## src/rtl/imem_loader.sv

```systemverilog
// Boot-time instruction memory loader: assembles a big-endian byte stream into
// 32-bit words and writes them at consecutive word addresses from BASE_ADDR.
module imem_loader #(
   parameter logic [31:0] BASE_ADDR = 32'h00400000,
   parameter int          DEPTH     = 18
) (
   input  logic        clk,
   input  logic        rst_n,
   input  logic        start,
   input  logic [15:0] num_words,
   input  logic [7:0]  in_data,
   input  logic        in_valid,
   output logic        in_ready,
   output logic        wr_en,
   output logic [31:0] wr_address,
   output logic [31:0] wr_data,
   output logic        busy,
   output logic        cpu_hold,
   output logic        done,
   output logic        error
);

   typedef enum logic [1:0] {
      S_IDLE,
      S_COLLECT,
      S_WRITE,
      S_DONE
   } state_t;

   localparam logic [15:0] DEPTH_W = 16'(DEPTH);

   state_t      state;
   logic [15:0] count;
   logic [15:0] word_idx;
   logic [1:0]  byte_cnt;
   logic [23:0] shift;
   logic        byte_take;

   assign byte_take = in_valid && in_ready;
   assign cpu_hold  = busy;

   // Every output is a register; the byte that completes a word goes straight
   // into wr_data so the write strobe appears in the cycle after that byte.
   always_ff @(posedge clk or negedge rst_n) begin
      if (!rst_n) begin
         state      <= S_IDLE;
         count      <= '0;
         word_idx   <= '0;
         byte_cnt   <= '0;
         shift      <= '0;
         in_ready   <= 1'b0;
         wr_en      <= 1'b0;
         wr_address <= BASE_ADDR;
         wr_data    <= '0;
         busy       <= 1'b0;
         done       <= 1'b0;
         error      <= 1'b0;
      end else begin
         wr_en <= 1'b0;
         done  <= 1'b0;
         case (state)
            S_IDLE: begin
               if (start) begin
                  if (num_words == 16'd0 || num_words > DEPTH_W) begin
                     error <= 1'b1;
                  end else begin
                     error    <= 1'b0;
                     count    <= num_words;
                     word_idx <= '0;
                     byte_cnt <= '0;
                     busy     <= 1'b1;
                     in_ready <= 1'b1;
                     state    <= S_COLLECT;
                  end
               end
            end
            S_COLLECT: begin
               if (byte_take) begin
                  byte_cnt <= byte_cnt + 2'd1;
                  shift    <= {shift[15:0], in_data};
                  if (byte_cnt == 2'd3) begin
                     wr_data    <= {shift, in_data};
                     wr_address <= BASE_ADDR + {14'd0, word_idx, 2'b00};
                     wr_en      <= 1'b1;
                     in_ready   <= 1'b0;
                     state      <= S_WRITE;
                  end
               end
            end
            S_WRITE: begin
               if (word_idx == count - 16'd1) begin
                  done  <= 1'b1;
                  state <= S_DONE;
               end else begin
                  word_idx <= word_idx + 16'd1;
                  byte_cnt <= '0;
                  in_ready <= 1'b1;
                  state    <= S_COLLECT;
               end
            end
            S_DONE: begin
               busy  <= 1'b0;
               state <= S_IDLE;
            end
            default: state <= S_IDLE;
         endcase
      end
   end

endmodule
```

## config.mk

```make
export PLATFORM = sky130hd
export DESIGN_NAME = imem_loader
export DESIGN_NICKNAME = d
export VERILOG_FILES = /design/src/rtl/imem_loader.sv
export SDC_FILE = /design/constraint.sdc
export NUM_CORES = 1
export LEC_CHECK = 0
export ABC_AREA = 1
export CAP_MARGIN = 20
export CORE_MARGIN = 2
export CORE_UTILIZATION = 29
export CTS_CLUSTER_DIAMETER = 80
export DETAILED_ROUTE_END_ITERATION = 8
export HOLD_SLACK_MARGIN = 0.03
export PLACE_DENSITY = 0.54
export SLEW_MARGIN = 10
export SYNTH_ARGS = -nofsm -noshare
export SYNTH_HDL_FRONTEND = slang
export SYNTH_SLANG_ARGS = --single-unit
```

## constraint.sdc

```tcl
create_clock -name clk -period 4.2 [get_ports clk]
set_clock_uncertainty 0.1 [all_clocks]
set_input_delay 0.84 -clock clk [delete_from_list [all_inputs] [get_ports clk]]
set_output_delay 0.84 -clock clk [all_outputs]
set_load 0.01 [all_outputs]
```

### Word level (Yosys, flattened, before mapping)

Index checks and enable logic that the tools add are counted.

* word-level logic and storage cells: 72
* output and inout port bits: 70
* input port bits: 28
* register bits: 129

* $add $sub $neg: 4
* reductions and logical operators: 16
* equality and inequality tests: 10
* muxes and demuxes: 28
* bitwise gates (word level): 1
* $lt $le $gt $ge: 1

Operators with widths (count)
* $mux W16: 3
* $pmux W16 S2: 1
* $add A23 B18 Y24 const A: 1
* $mux W2: 9
* $add A16 B1 Y16 const B: 1
* $eq A16 B16 Y1: 1
* $gt A16 B5 Y1 const B: 1
* $logic_not A16 Y1: 1
* $sub A16 B1 Y16 const B: 1
* $mux W1: 11
* $ne A2 B2 Y1 const B: 5
* $reduce_and A3 Y1: 3
* $pmux W2 S4: 1
* $reduce_and A4 Y1: 2
* $eq A2 B2 Y1 const B: 3
* $pmux W2 S3: 1
* $reduce_and A6 Y1: 1
* $reduce_and A5 Y1: 1
* $reduce_and A2 Y1: 2
* $reduce_bool A2 Y1: 2
* $pmux W1 S3: 1
* $reduce_bool A3 Y1: 1
* $add A2 B1 Y2 const B: 1
* $eq A2 B1 Y1 const B: 1
* other kinds (5): 5

### Longest topological paths before layout

* depth in word-level cells: 5
* mapped depth: 16

### Worst setup path before layout

OpenSTA, ideal clock, no wires.

* path type: input-to-reg
* start: input port num_words[3]
* end: register word_idx[13]
* path buffers: 1
* slack: 2.050 ns
* stages on the path: 11
* setup time: 0.118 ns
* required time: 3.982 ns
* data arrival time: 1.933 ns
* cells stage by stage: nor2_1 > o21ai_0 > o21ai_0 > nand4_1 > nand2_1 > nand2_1 > nor2_1 > nand2_4 > buf_12 > nand2_1 > o21ai_2

* cells in the longest elaborated chain, start to end: 4
* elaborated cells on any way between the ends: 5
* those cells by class: order compare (1); eq/ne (1); reduce/logical (3)

Ends and longest elaborated chain
* start, declared: line 10 `input logic [15:0] num_words,`
* $gt A16 B5 Y1 or $logic_not A16 Y1 (tied branches): line 64 `if (num_words == 16'd0 || num_words > DEPTH_W) begin`
* $logic_or A1 B1 Y1 *: line 64
* $ne A2 B2 Y1 (no line) *
* $reduce_and A4 Y1 (no line) *
* end signal, assigned: line 95 `word_idx <= word_idx + 16'd1;`
* end, declared: line 34 `logic [15:0] word_idx;`

Every way passes the cells marked *; elsewhere a longest branch is shown, timed or not.
A chain may end at the register's enable or synchronous reset.

### Worst setup path after layout

* start: input port num_words[3]
* end: register error

* cells in the longest elaborated chain, start to end: 3
* elaborated cells on any way between the ends: 4
* those cells by class: order compare (1); mux (1); reduce/logical (2)

Ends and longest elaborated chain
* $gt A16 B5 Y1 or $logic_not A16 Y1 (tied branches): line 64
* $logic_or A1 B1 Y1 *: line 64
* $mux W1 *: line 64
* end signal, assigned: line 57 `error <= 1'b0;`
* end signal, assigned: line 65 `error <= 1'b1;`
* end signal, assigned: line 67 `error <= 1'b0;`
* end, declared: line 20 `output logic error`

Marked as above.

==> results.py <==
metrics = {
    "synth": {
        "ys.flop_type": "dfrtp_1",
        "ys_seq_area_share_pct": 51.0,
        "synth_mux_area_share_pct": 0,
        "synth_top_family_by_area": "simple AND/OR/NAND/NOR gates",
        "yosys.area_share.simple_pct": 27.2,
        "yosys_warnings": 0,
        "synthArstFlopShare_pct": 100,
        "synth-compound-area-share_pct": 8.53,
        "syn_avg_cell_area_um2": 8.09,
        "synth_edf_count": 0,
        "synth_cells": 686,
        "synth_fa_ha_area_share_pct": 0.677,
        "ys_ff_latch": 113,
        "synth_area_um2": 5550,
        "yosysUniqueCellTypes": 37,
        "synth_xor_area_share_pct": 2.64,
    },
    "global_routing": {
        "grt_pass1_vias": 4454,
        "use_met2_pct": 22.1,
        "grt_busiest_layer": "met2",
        "grt_max_degree": 61,
        "grtUsageTotal_pct": 13.9,
        "grt_antenna_before_repair": 0,
        "grt_use_met3_pct": 3.90,
        "grt.overflow.total": 0,
        "grtUsageMet1_pct": 18.3,
        "grt_first_pass_wirelength_um": 22100,
    },
    "power_and_ir_drop": {
        "p_sw_share_pct": 34.0,
        "p_per_area_nw_per_um2": 608,
        "switching_power_uw": 1480,
        "max-vdd-ir-drop_mv": 0.301,
        "internal_power_uw": 2860,
        "p_comb_share_pct": 28.8,
        "power_leakage_uw": 0.00345,
        "clkPwrFrac_pct": 35.3,
        "pwr-share-seq_pct": 35.9,
    },
    "timing": {
        "max_slew_margin_pct": 44.4,
        "maxSlewViolCount": 0,
        "min_period_ns": 2.67,
        "setup-tns-final_ns": 0,
        "grt_setup_unrepaired": "no",
        "fin_crit_sh_pct": 63.5,
        "setup_violations": 0,
        "fmax_ghz": 0.375,
        "whs_ns": 0.368,
        "timing.final.ws_setup_ns": 1.53,
        "hold_viol": 0,
        "tightest_slew_ns": 0.831,
    },
    "route": {
        "wl_per_cell_um": 12.8,
        "vias": 4388,
        "drt_first_pass_iters": 4,
        "drt_iter0_drc": 246,
        "ant_nets": 0,
        "routed_wl_um": 13000,
        "drc": 0,
        "viasPerCell": 4.33,
    },
    "clocking": {
        "cts-root-buf": "clkbuf_16",
        "path_clk_slew_ns": 0.05,
        "cts_buffers": 17,
        "post_cts_resized": 0,
        "ctsHoldBuffers": 0,
        "insertion_delay_ns": 0.42,
        "cts_tree": "built",
        "cts_setup_buffers": 0,
        "cts_max_path_buffers": 2,
        "ctsHtreeMaxLevel": 4,
        "clock-sinks": 113,
    },
    "job": {
        "cap_violations": 0,
    },
    "min_path": {
        "holdCritStartpoint": "wr_data[27]",
        "min_to": "wr_data[27]",
        "hp-class": "register to register",
        "min_path_cells": 2,
    },
    "setup_path": {
        "r2r-end": "word_idx[2]",
        "endpoint_kind": "register",
        "r2r_slack_ns": 1.74,
        "cp-start-kind": "primary input",
        "r2r_cells": 13,
        "crit_type": "primary input to register",
        "cp.required_ns": 4.39,
        "r2r-start": "count[0]",
        "worstPathMaxFanout": 23,
        "worstPathArrival_ns": 2.86,
    },
    "place": {
        "place_hpwl_um": 9200,
        "port_buffers": 81,
        "gp_congestion": 0.846,
        "dpl_worst_slack_ns": 1.09,
    },
    "floorplan": {
        "rows": 50,
        "die-area_um2": 20300,
        "core_um2": 18800,
        "io_pins": 98,
        "die_x_um": 142,
        "start_util_pct": 29.6,
        "die_y_um": 142,
    },
    "layout": {
        "n_antenna_cell": 0,
        "area_growth_pct": 28.5,
        "finalNetCount": 798,
        "drive_above_1_share_pct": 10.3,
    },
    "run_status": {
        "status": "complete, no violations",
    },
}
## Yosys cell counts (4+ instances only)
cell	count	share of area [%]
nand2_1	244	17
dfrtp_1	113	51
inv_1	70	4.7
o21ai_0	44	4.0
nor2_1	38	2.6
nand3_1	26	2.3
o21ai_1	19	1.7
buf_4	17	2.3
o21ai_2	13	2.1
clkbuf_1	10	0.68
nand4_1	10	1.1
nor2_2	8	0.90
nor3_1	8	0.72
buf_2	7	0.63
inv_2	7	0.47
xnor2_1	7	1.1
xor2_1	7	1.1
nand3b_1	4	0.54
## per-layer routing
metal  part of all wire (%)  wire (um)  vias up
li1                       -          -     2284
met1                     48       6270     2027
met2                     47       6080       68
met3                    3.8        497        9
met4                   0.89        115        0
met5                      0          0        -
## worst max-delay path, stage by stage
cell and delay (ns):
clkdlybuf4s50_1 0.42, nor2_1 0.13, o21ai_0 0.09, o21ai_0 0.16, nand4_1 0.10, nand2_1 0.09, nand4_1 0.64, o21ai_0 0.33
inv_1 0.06
## cell type report
cell class / instances / area, um2
fill: 1941 / 11600
clock buffer: 18 / 439
inverter: 77 / 289
sequential: 113 / 2830
tap: 234 / 293
timing repair buffer: 87 / 866
multi-input combinational: 471 / 2230
clock inverter: 14 / 189
## worst max path at each step
stage	cells after the start	endpoint	start
after CTS	8	count[1]	num_words[3]
after floorplan	11	word_idx[13]	num_words[3]
after global routing	8	count[0]	num_words[2]
after detailed placement	8	count[1]	num_words[3]
after global placement	9	count[2]	num_words[3]
final	9	error	num_words[3]
## power by group through the flow
stage / combinational, uW / sequential, uW / clock, uW
final: 1250 / 1560 / 1530
after global routing: 1430 / 1600 / 1620
after CTS: 1270 / 1560 / 1560
after detailed placement: 1270 / 1580 / 0
after global placement: 1250 / 1580 / 0
after floorplan: 758 / 1600 / 0
## cell usage in the layout (no fill, tap or decap), types with 10 or more instances in the layout
master / synthesis / routed
clkbuf_16: 0 / 17
dfrtp_1: 113 / 113
nor2_1: 38 / 38
nand2_1: 244 / 244
conb_1: 2 / 16
clkdlybuf4s50_1: 0 / 80
o21ai_0: 44 / 44
o21ai_2: 13 / 13
o21ai_1: 19 / 19
nand3_1: 26 / 26
nand4_1: 10 / 10
inv_1: 70 / 70
## through the flow
stage | cells | cell area (um2) | utilization [%] | power [uW]
after floorplan | 700 | 5600 | - | 2360
after global placement | 982 | 6500 | 34.6 | 2830
after detailed placement | 982 | 6500 | 34.6 | 2840
after CTS | 1014 | 7130 | 38.0 | 4400
after global routing | 1014 | 7130 | 38.0 | 4650
final | 1014 | 7130 | 38.0 | 4340
## state kept, by name, summed over array words and instances, names as in the netlist
register	cells
shift	24
word_idx	16
state	2
wr_en	1
done	1
wr_data	32
in_ready	1
byte_cnt	2
count	16
wr_address	16
busy	1
error	1
## kinds of logic after synthesis
| kind of cell | Yosys count |
|---|---|
| AND/OR/NAND/NOR | 354 |
| AO/OA/AOI/OAI | 83 |
| adder cells (fa/ha/maj) | 3 |
| other | 2 |
| XOR/XNOR | 15 |
| buffers and inverters | 116 |
| flip-flops | 113 |
No activity file was read; power rests on OpenSTA's default activity.
